--- config.mk ---
export PLATFORM = sky130hd
export DESIGN_NAME = intersection_phase_scheduler_flat
export DESIGN_NICKNAME = d
export VERILOG_FILES = /design/src/rtl/intersection_phase_scheduler_if.sv /design/src/rtl/intersection_phase_scheduler.sv /design/src/flat_wrapper.sv
export SDC_FILE = /design/constraint.sdc
export NUM_CORES = 1
export LEC_CHECK = 0
export BUFFER_PORTS_ARGS = -buffer_cell sky130_fd_sc_hd__buf_2
export CAP_MARGIN = 25
export CORE_MARGIN = 2
export CORE_UTILIZATION = 51
export DETAILED_ROUTE_END_ITERATION = 7
export GPL_ROUTABILITY_DRIVEN = 0
export PLACE_DENSITY = 0.84
export SYNTH_ARGS = -nofsm -noshare
export SYNTH_HDL_FRONTEND = slang
export SYNTH_SLANG_ARGS = --single-unit
export TNS_END_PERCENT = 1
--- constraint.sdc ---
create_clock -name clk -period 2.2 [get_ports clk]
set_input_delay 0.33 -clock clk [delete_from_list [all_inputs] [get_ports clk]]
set_output_delay 0.33 -clock clk [all_outputs]
set_load 0.02 [all_outputs]
--- src/rtl/intersection_phase_scheduler_if.sv ---
// Sensor/lamp bundle between the intersection scheduler and its surroundings.
// The master side drives the sensor requests; the slave side (the scheduler) drives the lamps.
interface intersection_phase_scheduler_if #(
  parameter int N_APPR = 4
);
  localparam int AW = $clog2(N_APPR);

  logic [N_APPR-1:0]   req;
  logic [2*N_APPR-1:0] lights;
  logic [AW-1:0]       active;
  logic                phase_done;

  modport master (output req, input lights, input active, input phase_done);
  modport slave  (input req, output lights, output active, output phase_done);
endinterface

--- src/rtl/intersection_phase_scheduler.sv ---
// Round-robin green scheduler for N_APPR approaches with min/max green, yellow and all-red clearance.
// Optional emergency preemption is compiled in when EMERG_PREEMPT_EN is defined.
module intersection_phase_scheduler #(
  parameter int N_APPR    = 4,
  parameter int MIN_GREEN = 4,
  parameter int MAX_GREEN = 12,
  parameter int YELLOW_T  = 2,
  parameter int ALLRED_T  = 1,
  parameter int CNT_W     = 4
) (
  input logic clk,
  input logic rst,
  intersection_phase_scheduler_if.slave bus
`ifdef EMERG_PREEMPT_EN
  , input logic preempt
  , input logic [$clog2(N_APPR)-1:0] preempt_id
`endif
);

  localparam int AW = $clog2(N_APPR);

  typedef enum logic [1:0] {IDLE, GREEN, YELLOW, ALLRED} state_t;

  // Timer limits are "index of the last cycle", since the timer starts at 0 on phase entry.
  localparam logic [CNT_W-1:0] MIN_LIM = CNT_W'(MIN_GREEN - 1);
  localparam logic [CNT_W-1:0] MAX_LIM = CNT_W'(MAX_GREEN - 1);
  localparam logic [CNT_W-1:0] MAX_SAT = CNT_W'(MAX_GREEN);
  localparam logic [CNT_W-1:0] Y_LIM   = CNT_W'(YELLOW_T - 1);
  localparam logic [CNT_W-1:0] AR_LIM  = CNT_W'(ALLRED_T - 1);

  localparam logic [1:0] LAMP_GREEN  = 2'b00;
  localparam logic [1:0] LAMP_YELLOW = 2'b01;
  localparam logic [1:0] LAMP_RED    = 2'b10;

  state_t              state, state_n;
  logic [CNT_W-1:0]    timer, timer_n, timer_inc;
  logic [AW-1:0]       ptr, ptr_n;
  logic [AW-1:0]       active_q, active_n, nxt_active, arb_base, arb_idx;
  logic [2*N_APPR-1:0] lights_q, lights_n;
  logic                done_q, done_n;
  logic                pphase, pphase_n;
  logic                arb_found, do_arb, others;
  logic [N_APPR-1:0]   act_mask;
  logic                pre_req;
  logic [AW-1:0]       pre_id;

`ifdef EMERG_PREEMPT_EN
  assign pre_req = preempt;
  assign pre_id  = preempt_id;
`else
  assign pre_req = 1'b0;
  assign pre_id  = '0;
`endif

  // First requesting approach scanning base, base+1, ... wrapping at N_APPR.
  function automatic logic [AW:0] pick(input logic [N_APPR-1:0] r, input logic [AW-1:0] base);
    logic          found;
    logic [AW-1:0] idx;
    logic [AW-1:0] jj;
    int            j;
    found = 1'b0;
    idx   = base;
    for (int i = 0; i < N_APPR; i++) begin
      j = int'(base) + i;
      if (j >= N_APPR) j = j - N_APPR;
      jj = AW'(j);
      if (!found && r[jj]) begin
        found = 1'b1;
        idx   = jj;
      end
    end
    return {found, idx};
  endfunction

  function automatic logic [2*N_APPR-1:0] lamps(input state_t s, input logic [AW-1:0] a);
    logic [2*N_APPR-1:0] l;
    for (int i = 0; i < N_APPR; i++) l[2*i +: 2] = LAMP_RED;
    if (s == GREEN)  l[2*int'(a) +: 2] = LAMP_GREEN;
    if (s == YELLOW) l[2*int'(a) +: 2] = LAMP_YELLOW;
    return l;
  endfunction

  // State register and all registered outputs.
  always_ff @(posedge clk) begin
    if (rst) begin
      state    <= IDLE;
      timer    <= '0;
      ptr      <= '0;
      active_q <= '0;
      lights_q <= lamps(IDLE, '0);
      done_q   <= 1'b0;
      pphase   <= 1'b0;
    end else begin
      state    <= state_n;
      timer    <= timer_n;
      ptr      <= ptr_n;
      active_q <= active_n;
      lights_q <= lights_n;
      done_q   <= done_n;
      pphase   <= pphase_n;
    end
  end

  // Next-state, timer and arbitration; the served approach drops to lowest priority at ALLRED exit.
  always_comb begin
    state_n    = state;
    timer_n    = timer;
    ptr_n      = ptr;
    active_n   = active_q;
    pphase_n   = pphase;
    done_n     = 1'b0;
    do_arb     = 1'b0;

    timer_inc  = (timer < MAX_SAT) ? timer + CNT_W'(1) : timer;
    nxt_active = (active_q == AW'(N_APPR - 1)) ? '0 : active_q + AW'(1);
    act_mask   = N_APPR'(1) << active_q;
    others     = |(bus.req & ~act_mask);
    arb_base   = (state == ALLRED && !pphase) ? nxt_active : ptr;
    {arb_found, arb_idx} = pick(bus.req, arb_base);

    case (state)
      IDLE: do_arb = 1'b1;
      GREEN: begin
        timer_n = timer_inc;
        if (pre_req && pre_id != active_q) begin
          state_n = YELLOW;
          timer_n = '0;
        end else if (!pre_req && others &&
                     ((timer >= MIN_LIM && !bus.req[active_q]) || timer >= MAX_LIM)) begin
          state_n = YELLOW;
          timer_n = '0;
        end
      end
      YELLOW: begin
        if (timer == Y_LIM) begin
          state_n = ALLRED;
          timer_n = '0;
          done_n  = (AR_LIM == '0);
        end else begin
          timer_n = timer + CNT_W'(1);
        end
      end
      ALLRED: begin
        if (timer == AR_LIM) begin
          do_arb = 1'b1;
          if (!pphase) ptr_n = nxt_active;
        end else begin
          timer_n = timer + CNT_W'(1);
          done_n  = (timer + CNT_W'(1) == AR_LIM);
        end
      end
      default: state_n = IDLE;
    endcase

    if (do_arb) begin
      timer_n = '0;
      if (pre_req) begin
        state_n  = GREEN;
        active_n = pre_id;
        pphase_n = 1'b1;
      end else if (arb_found) begin
        state_n  = GREEN;
        active_n = arb_idx;
        pphase_n = 1'b0;
      end else begin
        state_n  = IDLE;
        pphase_n = 1'b0;
      end
    end

    lights_n = lamps(state_n, active_n);
  end

  assign bus.lights     = lights_q;
  assign bus.active     = active_q;
  assign bus.phase_done = done_q;

endmodule

--- src/flat_wrapper.sv ---
// flat-port wrapper written by rule: the top's interface ports become plain ports
module intersection_phase_scheduler_flat 
#(
  parameter int N_APPR    = 4,
  parameter int MIN_GREEN = 4,
  parameter int MAX_GREEN = 12,
  parameter int YELLOW_T  = 2,
  parameter int ALLRED_T  = 1,
  parameter int CNT_W     = 4
)
  (clk, rst, bus_req, bus_lights, bus_active, bus_phase_done);
  intersection_phase_scheduler_if #(.N_APPR(N_APPR)) bus_i ();
  input logic clk;
  input logic rst;
  input wire logic [$bits(bus_i.req)-1:0] bus_req;
  output wire logic [$bits(bus_i.lights)-1:0] bus_lights;
  output wire logic [$bits(bus_i.active)-1:0] bus_active;
  output wire logic [$bits(bus_i.phase_done)-1:0] bus_phase_done;
  assign bus_i.req = bus_req;
  assign bus_lights = bus_i.lights;
  assign bus_active = bus_i.active;
  assign bus_phase_done = bus_i.phase_done;
  intersection_phase_scheduler #(.N_APPR(N_APPR), .MIN_GREEN(MIN_GREEN), .MAX_GREEN(MAX_GREEN), .YELLOW_T(YELLOW_T), .ALLRED_T(ALLRED_T), .CNT_W(CNT_W)) u_core (.clk(clk), .rst(rst), .bus(bus_i));
endmodule
* Yosys cells after proc, flatten, opt, wreduce, memory -nomap -nowiden
Cells that the tools add are included.
** Word-level totals
- Word-level logic and storage cells :: 108
- Input bits :: 6
- Bits in registers :: 19
** Operators by class
- Reduce and logical (&&, ||, !) cells :: 18
- Add/sub/neg operators :: 10
- Multiplexer cells :: 44
- Equal/unequal tests :: 9
- Shift operators :: 4
- Bitwise gates (word level) :: 5
- Order comparisons :: 12
** Operator list (count)
- variable part select 2 x 33 -> 8 bit, first input constant :: 2
- negation 3 -> 33 bit :: 1
- variable shift 2 x 33 -> 8 bit, first input constant :: 1
- 2-to-1 mux 2 bit :: 15
- 2-to-1 mux 4 bit :: 4
- 2-to-1 mux 8 bit :: 2
- less-than comparator 2 x 3 -> 1 bit, second input constant :: 5
- 2-to-1 mux 1 bit :: 13
- case mux 4 bit (3 select lines) :: 1
- binary-select mux 1 bit (select 2 bit) :: 5
- >= comparator 3 bit, second input constant :: 3
- AND 4 bit :: 2
- bitwise mux 8 bit :: 1
- == test 2 bit, second input constant :: 4
- zero test 4 bit :: 2
- inverter 4 bit :: 2
- subtractor 2 x 1 -> 2 bit, second input constant :: 4
- adder 2 x 2 -> 3 bit, second input constant :: 2
- logical AND 1 bit :: 5
- adder 4 x 1 -> 4 bit, second input constant :: 1
- == test 2 x 1 -> 1 bit, second input constant :: 2
- == test 4 x 1 -> 1 bit, second input constant :: 1
- >= comparator 4 x 2 -> 1 bit, second input constant :: 1
- >= comparator 4 bit, second input constant :: 1
- 18 further kinds :: 22

* Logic depth before layout (Yosys ltp)
- Depth after elaboration :: 26
- Depth in mapped cells :: 9

* Least setup slack after synthesis
Ideal clock, no wire load.
- Path kind :: reg2reg
- Start :: register u_core.active_q[0] (netlist: u_core.bus.active[0])
- End :: register u_core.lights_q[6] (netlist: u_core.bus.lights[6])
- Clock period less this slack :: 2.402 ns
- Required time :: 2.064 ns
- Path slack :: -0.202 ns
- Stages on the path, launching flop included :: 10
- Arrival time :: 2.266 ns
- Library setup time :: 0.136 ns
- Buffers on the path :: 1
- Cell sequence :: dfxtp_1 -> buf_4 -> inv_1 -> ha_1 -> mux2_2 -> mux2_2 -> o32ai_1 -> nor2_1 -> a32oi_1 -> nor3_1
** Between the ends
- Cells in the longest elaborated chain, start to end :: 25
- Elaborated cells between the ends (all ways) :: 67
- Those cells by class :: add/sub (9); order compare (4); eq/ne (3); shift (4); mux (33); bitwise (3); reduce/logical (11)
** Ends and longest elaborated chain
- from (decl) :: line intersection_phase_scheduler.sv:38 : logic [AW-1:0] active_q, active_n, nxt_active, arb_base, arb_idx;
- from (signal assigned) :: line intersection_phase_scheduler.sv:97 : active_q <= active_n;
- adder 2 x 1 -> 2 bit / == test 2 bit (equally long branches) :: line intersection_phase_scheduler.sv:115 : nxt_active = (active_q == AW'(N_APPR - 1)) ? '0 : active_q + AW'(1);
- 2-to-1 mux 2 bit * :: line intersection_phase_scheduler.sv:115
- net u_core.nxt_active[1] :: line intersection_phase_scheduler.sv:38
- 2-to-1 mux 2 bit * :: line intersection_phase_scheduler.sv:118 : arb_base = (state == ALLRED && !pphase) ? nxt_active : ptr;
- branches (longest 21 deep; another with adder 2 x 1 -> 3 bit)
- 2-to-1 mux 8 bit * :: line intersection_phase_scheduler.sv:79 : if (s == YELLOW) l[2*int'(a) +: 2] = LAMP_YELLOW;
- to (signal assigned) :: line intersection_phase_scheduler.sv:90 : lights_q <= lamps(IDLE, '0);
- to (signal assigned) :: line intersection_phase_scheduler.sv:98 : lights_q <= lights_n;
- to (decl) :: line intersection_phase_scheduler.sv:39 : logic [2*N_APPR-1:0] lights_q, lights_n;
Mark *: on every way through the listed nets, which the timed path passes. The select of a mux whose other input is x is not followed.
A chain may end at the register's enable or synchronous reset.

* Final worst setup path
- Start :: register u_core.active_q[1] (netlist: u_core.bus.active[1])
- End :: register u_core.lights_q[1] (netlist: u_core.bus.lights[1])
** Between the ends
- Cells in the longest elaborated chain, start to end :: 26
- Elaborated cells between the ends (all ways) :: 68
- Those cells by class :: add/sub (9); order compare (4); eq/ne (3); shift (4); mux (33); bitwise (4); reduce/logical (11)
** Ends and longest elaborated chain (line)
- adder 2 x 1 -> 2 bit / == test 2 bit (equally long branches) :: intersection_phase_scheduler.sv:115
- 2-to-1 mux 2 bit * :: intersection_phase_scheduler.sv:115
- net u_core.nxt_active[1] :: intersection_phase_scheduler.sv:38
- 2-to-1 mux 2 bit * :: intersection_phase_scheduler.sv:118
- branches (longest 22 deep; another with adder 2 x 1 -> 3 bit)
- 2-to-1 mux 8 bit * :: intersection_phase_scheduler.sv:79
Marks and branches as above.

==> metrics <==
fin cells=~220; RSZ-0062 raised after global routing=true; I/O Buffers=16; max-cap violations=0; combinational family with the most area after synthesis=simple AND/OR/NAND/NOR gates; maximum vdd drop=just over 0.6 mV; Fillers=about 190; Worst Setup End Kind=register; Crit Path Max Fanout=4; I/O pin count=17; Gate Count Post-Synth=~150; pre-CTS setup slack=-0.1175 ns; Area Growth Syn to Fin=29.58%; Cell Pwr Density=about 580 nW/um^2; CP max-delay cell=dfxtp_2; DRC Markers=0; post-layout min period=roughly 2.2 ns; Post-synth EDFFs=0; row cnt=18; routed vias=between 1000 and 1500; crit path cell chain=inv_1, ha_1, mux2_4, mux2_2, o32ai_4, a32oi_2, or2_1; share of layout cells above drive strength 1=0.3957; gr ovfl total=0; leading register cell type out of synthesis=dfxtp_1; CTS tree=done; Syn Area/Cell=8.652 sq um; Final HPWL DP=between 2000 and 2500 um; Ys Warns=0; first-pass GRT wire length=approximately 5500 um; CP arrival=2.46 ns; initial core utilization=0.5343; antenna violations before repair=0; top cells by count, synth=19 x dfxtp_1, 15 x nor2_1, 13 x ha_1, 10 x inv_1, 10 x nand2_1; fmax=between 400 and 500 MHz; Final setup viols=4; Startpoint Class=register; dpl cells=210; post-synthesis xor/xnor area fraction=0.01323; vias per inst=6.230; count leader, synth=dfxtp_1; status=complete, but fails checks; pin count of the biggest net entering global routing=16; adder-cell share of the synthesized area=0.1229; Initial DRC Count=64; Hold Buf Count CTS=0; clk buf depth=2; hold path start=rst; busiest grt layer=met2; HP Class=primary input to register; Setup crit start=u_core.bus.active[1]; Syn Nets=between 150 and 200; Reg2Reg Launch Point=u_core.bus.active[1]; Yosys top cell area share=0.2873; Post-Syn Area=1324 sq um; Final Hold Fails=0; Clock Tree Root=clkbuf_4; Post-Synth Simple-Gate Area=0.2543; Tot Pwr=987.3 uW; Fin Setup TNS=-0.09152 ns; cts bufs inserted=3; crit path kind=register to register; Worst EP required=2.42 ns; Cell variety after synth=51; Skew-Pair Late Insertion Delay=0.32 ns; clock skew=0.005211 ns; violated checks=setup timing; met2 Use GR=0.4405; multiplexer share of the synthesized area=0.04726; wire per inst=between 15 and 20 um; Leak=0.7031 nW; Post-synth ARST share=0; top area cells in the synthesized netlist=dfxtp_1 29%, ha_1 12%, nor2_1 4.3%; # diodes=0; area of the multi-input gates=a little under 1000 sq um; placed cell area=1535 sq um; critical path's largest stage delay=just under 0.4 ns; Worst-Margin Slew=0.5515 ns; design area=1715 sq um; sequential area share after synthesis=0.2873; Synth area leader=dfxtp_1; CORE AREA=2477 sq um; Final ANT Viol Nets=0; die area=around 3000 sq um; grt met1 use=0.3174; total track usage=0.2614; vias in the first global route=about 1200; drt first pass iters=4; GR Util met3=0.06452; # H-tree levels=1; DRT Wirelength=between 3000 and 4000 um; Die Ht=roughly 55 um; Final Cycle Share=1.019; final worst slack=-0.04106 ns; CTS sink cnt=19; nets@finish=roughly 210; slew margin rel.=0.6265; Reg clk slew, reported paths=approximately 0.12 ns; Synth Area in Compound Gates=0.2174; Max Slew Vio Count=0; Yosys reg bits=19; flip-flop and latch area=between 300 and 400 sq um; die width=between 50 and 60 um
[kinds of logic (layout without fill, tap and decap cells)]
kind of cell,Yosys count,count (layout)
adders and majority gates,13,13
buffers and inverters,15,49
and+or+nand+nor,60,60
xor gates and xnor gates,2,2
DFF,19,19
muxes,5,5
AOI/OAI and AO/OA,39,39
[timing repair]
action | 4_1_cts | 5_1_grt
resized for setup | 20 | 9
endpoints found under the setup margin | 4 | 9
buffers inserted | 3 | 0
pin swaps | 7 | 4
[final cells by class]
type / count / area share
Clock inverter: 1 / 0.003647
Timing Repair Buffer: 35 / 0.1342
Multi-Input combinational cell: 119 / 0.5791
Inverter: 10 / 0.02188
Sequential cell: 19 / 0.2261
Tap cell: 30 / 0.02188
Clock buffer: 3 / 0.01313
[report_power, final]
part	internal [mW]	switching, mW	total [mW]
registers	0.366	0.0177	0.384
logic	0.171	0.233	0.404
clock network	0.0708	0.128	0.199
[per-layer routing]
metal,routed length (um),share of wire
met1,1551,0.42
met2,1887,0.51
met3,191,0.051
met4,84,0.023
met5,0,0
[worst max-delay path: cells and delay by family (launching register included)]
family | cells | cell delay, ns
simple gates | 1 | 0.23
compound gates | 2 | 0.49
fa+ha+maj | 1 | 0.33
buf+inv | 1 | 0.08
flops | 1 | 0.39
mux | 2 | 0.61
[state kept, by name, indices dropped and copies added (netlist names)]
name,cells
u_core.bus.active,2
u_core.bus.lights,8
u_core.bus.phase_done,1
u_core.ptr,2
u_core.state,2
u_core.timer,4
[layout by cell type (no fill, tap or decap), drive strengths merged, types with 2 or more instances in the layout]
master | synthesis | routed
nand2b | 4 | 4
nand4 | 2 | 2
ha | 13 | 13
nor2b | 2 | 2
and3 | 2 | 2
dfxtp | 19 | 19
o31ai | 2 | 2
a211o | 3 | 3
a31oi | 3 | 3
nand3 | 9 | 9
nor2 | 15 | 15
buf | 4 | 35
mux2 | 4 | 4
clkbuf | 1 | 3
or3 | 2 | 2
a32oi | 3 | 3
nor3 | 4 | 4
o21ai | 6 | 6
nand2 | 10 | 10
or2 | 2 | 2
inv | 10 | 11
a41oi | 2 | 2
a21oi | 8 | 8
[worst paths after layout]
check	to	slack [ns]	depth (start not counted)
setup reg to reg	u_core.bus.lights[1]	-0.04	7
hold / removal	u_core.ptr[1]	0.37	2
setup / recovery	u_core.bus.lights[1]	-0.04	7
hold reg to reg	u_core.ptr[1]	0.49	2
[through the flow]
| stage | utilization | hold slack (ns) |
|---|---|---|
| floorplan | - | 0.4338 |
| global placement | 0.6197 | 0.4563 |
| detailed placement | 0.6197 | 0.4620 |
| CTS | 0.6803 | 0.3503 |
| global route | 0.6924 | 0.3650 |
| finish | 0.6924 | 0.3745 |
(Power assumes the default switching activity.)
